**config.mk**
```make
export PLATFORM = sky130hd
export DESIGN_NAME = res_misr32
export DESIGN_NICKNAME = d
export VERILOG_FILES = /design/src/rtl/misr_pkg.sv /design/src/rtl/misr_step.sv /design/src/rtl/res_misr32.sv
export SDC_FILE = /design/constraint.sdc
export NUM_CORES = 1
export LEC_CHECK = 0
export CORE_MARGIN = 2
export CORE_UTILIZATION = 40
export CTS_CLUSTER_SIZE = 25
export DETAILED_ROUTE_END_ITERATION = 10
export PLACE_DENSITY = 0.85
export RECOVER_POWER = 50
export SLEW_MARGIN = 10
export SYNTH_ARGS = -nofsm -noshare
export SYNTH_HDL_FRONTEND = slang
export SYNTH_SLANG_ARGS = --single-unit
```
**constraint.sdc**
```tcl
create_clock -name clk -period 1.5 [get_ports clk]
set_input_delay 0.3 -clock clk [delete_from_list [all_inputs] [get_ports clk]]
set_output_delay 0.3 -clock clk [all_outputs]
set_load 0.1 [all_outputs]
```
**src/rtl/misr_pkg.sv**
```systemverilog
// Shared constants and state encoding for the result-side MISR checker.
// Optional feature macro used by the checker: MISR_TIMEOUT_EN.
package misr_pkg;

  localparam int          COUNT_W  = 16;
  localparam logic [31:0] DEF_POLY = 32'h04C1_1DB7;
  localparam logic [31:0] DEF_SEED = 32'hFFFF_FFFF;

  typedef enum logic [1:0] {
    ST_IDLE = 2'd0,
    ST_RUN  = 2'd1,
    ST_DONE = 2'd2
  } state_t;

endpackage

```
**src/rtl/misr_step.sv**
```systemverilog
// Combinational MISR step: shift left, fold the feedback polynomial
// when the outgoing bit is set, then absorb the result word.
module misr_step
  import misr_pkg::*;
#(
  parameter int               WIDTH = 32,
  parameter logic [WIDTH-1:0] POLY  = DEF_POLY
) (
  input  logic [WIDTH-1:0] sig,
  input  logic [WIDTH-1:0] res,
  output logic [WIDTH-1:0] sig_next
);

  assign sig_next = {sig[WIDTH-2:0], 1'b0} ^ (sig[WIDTH-1] ? POLY : '0) ^ res;

endmodule

```
**src/rtl/res_misr32.sv**
```systemverilog
// Compacts result beats into a MISR signature and compares it with a golden value.
// Optional idle-timeout abort is built only when MISR_TIMEOUT_EN is defined.
//
// state   | meaning
// ST_IDLE | waiting for start, signature held
// ST_RUN  | accepting res_valid beats until N_PATTERNS are absorbed
// ST_DONE | run finished, signature frozen, pass reported until next start
module res_misr32
  import misr_pkg::*;
#(
  parameter int               WIDTH      = 32,
  parameter logic [WIDTH-1:0] POLY       = DEF_POLY,
  parameter logic [WIDTH-1:0] SEED       = DEF_SEED,
  parameter int               N_PATTERNS = 16,
  parameter int               TIMEOUT    = 255
) (
  input  logic               clk,
  input  logic               rst,
  input  logic               start,
  input  logic               res_valid,
  input  logic [WIDTH-1:0]   res,
  input  logic [WIDTH-1:0]   expected,
  output logic               busy,
  output logic               done,
  output logic               pass,
  output logic [WIDTH-1:0]   signature,
  output logic [COUNT_W-1:0] count
`ifdef MISR_TIMEOUT_EN
  ,
  output logic               timeout
`endif
);

  localparam logic [COUNT_W-1:0] N_LAST = COUNT_W'(N_PATTERNS);

  if (N_PATTERNS < 1 || N_PATTERNS > 65535) begin : g_bad_npat
    $error("res_misr32: N_PATTERNS out of range 1..65535");
  end
  if (TIMEOUT < 1 || TIMEOUT > 65535) begin : g_bad_tmo
    $error("res_misr32: TIMEOUT out of range 1..65535");
  end

  state_t             state, state_next;
  logic [WIDTH-1:0]   sig_next, step_sig;
  logic [COUNT_W-1:0] count_next;
  logic               sig_match;

  misr_step #(.WIDTH(WIDTH), .POLY(POLY)) u_step (
    .sig      (signature),
    .res      (res),
    .sig_next (step_sig)
  );

`ifdef MISR_TIMEOUT_EN
  localparam logic [COUNT_W-1:0] TMO_LOAD = COUNT_W'(TIMEOUT);

  logic [COUNT_W-1:0] idle_cnt, idle_next;
  logic               timeout_next;

  // Idle timer counts down from TIMEOUT; reload on start and on every accepted beat.
  always_ff @(posedge clk or posedge rst) begin
    if (rst) begin
      idle_cnt <= '0;
      timeout  <= 1'b0;
    end else begin
      idle_cnt <= idle_next;
      timeout  <= timeout_next;
    end
  end
`endif

  always_ff @(posedge clk or posedge rst) begin
    if (rst) begin
      state     <= ST_IDLE;
      signature <= SEED;
      count     <= '0;
    end else begin
      state     <= state_next;
      signature <= sig_next;
      count     <= count_next;
    end
  end

  always_comb begin
    state_next = state;
    sig_next   = signature;
    count_next = count;
`ifdef MISR_TIMEOUT_EN
    idle_next    = idle_cnt;
    timeout_next = timeout;
`endif
    case (state)
      ST_IDLE, ST_DONE: begin
        // a start in the same cycle as res_valid drops the beat
        if (start) begin
          state_next = ST_RUN;
          sig_next   = SEED;
          count_next = '0;
`ifdef MISR_TIMEOUT_EN
          idle_next    = TMO_LOAD;
          timeout_next = 1'b0;
`endif
        end
      end
      ST_RUN: begin
        if (res_valid) begin
          sig_next   = step_sig;
          count_next = count + COUNT_W'(1);
          if (count_next == N_LAST) state_next = ST_DONE;
`ifdef MISR_TIMEOUT_EN
          idle_next = TMO_LOAD;
        end else if (idle_cnt <= COUNT_W'(1)) begin
          state_next   = ST_DONE;
          timeout_next = 1'b1;
        end else begin
          idle_next = idle_cnt - COUNT_W'(1);
`endif
        end
      end
      default: state_next = ST_IDLE;
    endcase
  end

  assign busy      = (state == ST_RUN);
  assign done      = (state == ST_DONE);
  assign sig_match = (signature == expected);

`ifdef MISR_TIMEOUT_EN
  assign pass = done && sig_match && !timeout;
`else
  assign pass = done && sig_match;
`endif

endmodule

```
==> key figures, run 1 <==
Status
  • Status: stopped before the end
  • Halt Stage: global routing (5_1_grt)
  • Error: [ERROR DPL-0033] detailed placement checks failed during check placement.

Floorplan
  • Initial Util: 0.408
  • Die Wd: 92.3 µm
  • FP Rows: 32
  • I/O pin total: approximately 120
  • Chip height: between 90 and 100 µm

Synth
  • Post-Syn Area: approximately 0.0031 mm²
  • Post-synthesis adder-cell area fraction: 0.00803
  • Synth area leader: dfstp_2
  • Xor/xnor cell area share of the yosys netlist: 0.233
  • Syn Inst Count: 329
  • Post-synthesis sequential area ratio: 0.414
  • Synthesized area per cell: 9.48 µm²
  • Yosys reg bits: 50
  • Yosys cell types: 37
  • Synth Area in Compound Gates: 0.136
  • Post-Syn Nets: about 400
  • Post-synthesis mux area share: 0
  • Top cell type's share of synthesized area: 0.270
  • Simple-gate portion of the synthesized area: 0.183
  • Synth top area cells: dfstp_2 (27%), xnor2_1 (18%), dfrtp_1 (14%)
  • Largest family of logic cells by synthesized area: XOR/XNOR gates
  • Ys Warns: 0

Global route
  • Pin count of the biggest net entering global routing: 51
  • Initial antenna violation count: 0

Place
  • IO Port Bufs: about 120
  • Dpl hpwl: roughly 8800 µm
  • Cell Area, Placed: around 0.0057 mm²
  • Final Wtd Congestion: a little under 0.9

STA
  • GRT repair_timing worst endpoint: pass
  • Worst ep type: primary output

Clock tree
  • Root buf cell: clkbuf_8
  • H-tree Lvls: 2
  • Hold-fix buffers at CTS: 0
  • TritonCTS Sinks: 50
  • Max Buffers Root-to-Sink: 2
  • CTS Buf Count: 5
Yosys cell counts:
library cell / number
or3_1: 2
nand2_1: 20
ha_1: 2
dfstp_2: 32
nand4_4: 2
nand3b_1: 1
and4_1: 1
buf_1: 1
dfrtp_1: 18
nor3_1: 16
a41o_1: 1
inv_1: 2
nor2_1: 24
nor4_4: 1
a31oi_1: 24
nand3_2: 1
clkbuf_1: 7
o311ai_0: 1
and3_1: 2
o211ai_1: 2
nand3_1: 9
o21ai_1: 4
nand4_2: 1
a22oi_2: 1
and2_1: 2
xnor2_1: 64
o21ai_0: 16
a41oi_1: 1
nand4_1: 11
o31ai_1: 5
nor2b_1: 3
a21oi_1: 16
xor2_1: 19
nor4_1: 6
nand2b_1: 1
and2b_1: 1
buf_2: 9
logic make-up after synthesis:
family                     count (synthesis)
and+or+nand+nor                          104
xor gates and xnor gates                  83
AOI/OAI and AO/OA                         71
DFF                                       50
buffers and inverters                     19
adders and majority gates                  2
through the flow:
step	setup slack (ns)	cells
3_5_place_dp	-0.930	610
3_3_place_gp	-0.725	610
2_1_floorplan	-1.29	329
4_1_cts	-1.02	631
what timing repair did:
item / in CTS
setup endpoints to repair: 34
pin swaps: 9
hold endpoints to repair: 0
buffers inserted: 15
resized for setup: 46
==> run 2: changes to the inputs <==
CTS_CLUSTER_SIZE = default   (was 25)
PLACE_DENSITY = default   (was 0.85)
PLACE_DENSITY_LB_ADDON = 0.15   (was default)
clock period = 2 ns   (was 1.5 ns; I/O delays follow)
==> run 2 against run 1 <==
Synthesized area stayed put. The flow now finishes, with violations (setup timing). Synthesized cell count unchanged.
==> key figures, run 2 <==
Synth
  • Post-synthesis sequential area ratio: 0.414
  • Post-synthesis adder-cell area fraction: 0.00803
  • Synthesized area per cell: between 9 and 10 µm²
  • Synth area leader: dfstp_2
  • Synth cell count leaders: xnor2_1 (64), dfstp_2 (32), a31oi_1 (24), nor2_1 (24), nand2_1 (20)
  • Synth Area in Compound Gates: 0.136
  • Ys Warns: 0
  • Post-synthesis mux area share: 0
  • Largest family of logic cells by synthesized area: XOR/XNOR gates
  • Ys flop type: dfstp_2
  • Post-Syn Area: 0.00312 mm²
  • Count leader, synth: xnor2_1
  • Post-Syn Nets: 399
  • Yosys cell types: 37
  • Fraction of registers with async set/reset: 1.00
  • Syn Inst Count: ~330
  • Xor/xnor cell area share of the yosys netlist: 0.233
  • Simple-gate portion of the synthesized area: 0.183
  • Top cell type's share of synthesized area: 0.270
  • Synth top area cells: dfstp_2 (27%), xnor2_1 (18%), dfrtp_1 (14%)
  • Yosys reg bits: 50
  • Post-synth EDFFs: 0

Place
  • Dpl hpwl: roughly 7700 µm
  • Final Wtd Congestion: between 0.8 and 0.9
  • IO Port Bufs: between 100 and 150

Finish
  • Antenna cells: 0
  • Most frequent cells in the layout: clkdlybuf4s50_1 (65), xnor2_1 (59), buf_12 (49)
  • Biggest register: signature
  • Layout cells sized above 1: 0.326
  • Largest register FFs: 32
  • Layout Nets: roughly 550
  • Biggest regs: signature x32, count x16, state x2
  • Most common cell after layout, fill and taps aside: clkdlybuf4s50_1
  • P&R area growth vs syn: 73.2%

Clock tree
  • CTS Buf Count: 5
  • H-tree Lvls: 2
  • TritonCTS Sinks: 50
  • Hold-fix buffers at CTS: 0
  • Clock Pin Slew Worst Setup and Hold Paths: about 0.1 ns
  • CTS tree: built
  • Max Buffers Root-to-Sink: 2
  • Worst skew pair latency: 0.31 ns
  • Root buf cell: clkbuf_8
  • Post-CTS Setup Bufs: 0

Status
  • Failing checks: setup timing
  • Status: finished, violations left

Floorplan
  • Die area: between 0.008 and 0.009 mm²
  • Initial Util: 0.408
  • FP Rows: 32
  • Chip height: 92.3 µm
  • Placeable core area: about 0.0076 mm²
  • I/O pin total: 119
  • Die Wd: just over 90 µm

Power and ir drop
  • Leak: 0.00212 µW
  • Power density cells: approximately 1900 mW/mm²
  • Power Total: 10,000 µW
  • Max VDD drop: about 0.0011 V

Global route
  • First-pass GRT wire length: ~16,000 µm
  • Total GRT Usage: 0.237
  • Total global routing overflow: 0
  • Pin count of the biggest net entering global routing: 45
  • Vias in the first global route: 3,099
  • Initial antenna violation count: 0

STA
  • Fmax: 400 MHz
  • Final worst setup slack: -0.502 ns
  • Final hold violations: 0
  • Tmin final: roughly 2.5 ns
  • Setup violators final: 6
  • RSZ-0062 raised after global routing: true
  • Setup TNS: -0.653 ns
  • Worst-Margin Slew: between 0.9 and 1 ns
  • Max-slew violations: 0
  • Final clock skew: 0.00863 ns
  • Final period utilization: 1.25
  • Relative slew slack: 0.336

Worst setup path
  • Critical path arrival: 2.10 ns
  • Crit Path Max Fanout: 2
  • CP Data Required Time: between 1.5 and 2 ns
  • Setup crit end kind: output pin
  • Crit path kind: flip-flop to output pin
  • CP Launch Type: flip-flop

Route
  • DRT antenna net count: 0
  • Per-cell routed wire length: 16.9 µm
  • DRC: 0
  • Post-Route WL: 9880 µm
  • DR vias: ~3.1k
  • 1st-iter DRT viols: 86
  • Via density: 5.23
  • Drt first pass iters: 4

Worst hold path
  • Hold WC Path Type: flip-flop to flip-flop

Flow run
  • Max Cap Violations: 0
run 2: what timing repair did:
action                     4_1_cts  5_1_grt
setup endpoints to repair        1        2
gates resized for setup          5        2
pin swaps                        3        0
run 2: final timing paths:
kind / from / to / depth (start not counted) / slack, ns
max: signature[15]$_DFFE_PP1P_ / pass / 6 / -0.50
min: count[15]$_DFFE_PP0P_ / count[15]$_DFFE_PP0P_ / 1 / 0.54
max reg2reg: state[0]$_DFFE_PP0P_ / count[4]$_DFFE_PP0P_ / 6 / 0.07
min reg2reg: count[15]$_DFFE_PP0P_ / count[15]$_DFFE_PP0P_ / 1 / 0.54
max in group asynchronous: rst / count[2]$_DFFE_PP0P_ / 3 / 0.56
min in group asynchronous: rst / count[8]$_DFFE_PP0P_ / 3 / 0.83
run 2: worst max-delay path, stage by stage (launching register included):
cell	delay, ns
dfstp_4	0.65
xnor2_2	0.11
nand4_1	0.14
nor4_2	0.28
nand4_1	0.18
nor4_4	0.22
buf_12	0.21
run 2: kinds of logic after synthesis:
group	Yosys count
adders and majority gates	2
and+or+nand+nor	104
buffers and inverters	19
DFF	50
xor gates and xnor gates	83
AOI/OAI and AO/OA	71
run 2: per-stage QoR:
stage | cell area, µm² | hold WS [ns] | utilization | worst slack [ns] | std cells
2_1_floorplan | 3250 | 0.574 | - | -0.885 | 329
3_3_place_gp | 5300 | 0.514 | 0.693 | -0.447 | 576
3_5_place_dp | 5300 | 0.526 | 0.693 | -0.467 | 576
4_1_cts | 5420 | 0.535 | 0.709 | -0.518 | 584
5_1_grt | 5400 | 0.605 | 0.706 | -0.600 | 584
6_report | 5400 | 0.540 | 0.706 | -0.502 | 584
run 2: layer usage:
layer,routed length [µm],up-vias,global-route usage
met3,571,4,0.0439
li1,-,1479,-
met4,47,0,0.0373
met1,4060,1485,0.300
met5,0,-,0
met2,5200,85,0.430
run 2: final cells by class:
type / count / area (µm²)
Fill cell: 578 / 2250
Timing Repair Buffer: 162 / 1980
Multi-Input combinational cell: 260 / 1810
Sequential cell: 50 / 1380
Tap cell: 102 / 128
Clock buffer: 5 / 68.8
Clock inverter: 3 / 20.0
Inverter: 2 / 7.51
run 2: power breakdown:
part	total (µW)	switching (µW)	leakage, µW	internal, µW
Combinational	7250	4400	0.00151	2850
Sequential	2170	415	0.000569	1750
Clock	604	357	0.0000484	248
No activity file was read; power rests on OpenSTA's default activity.
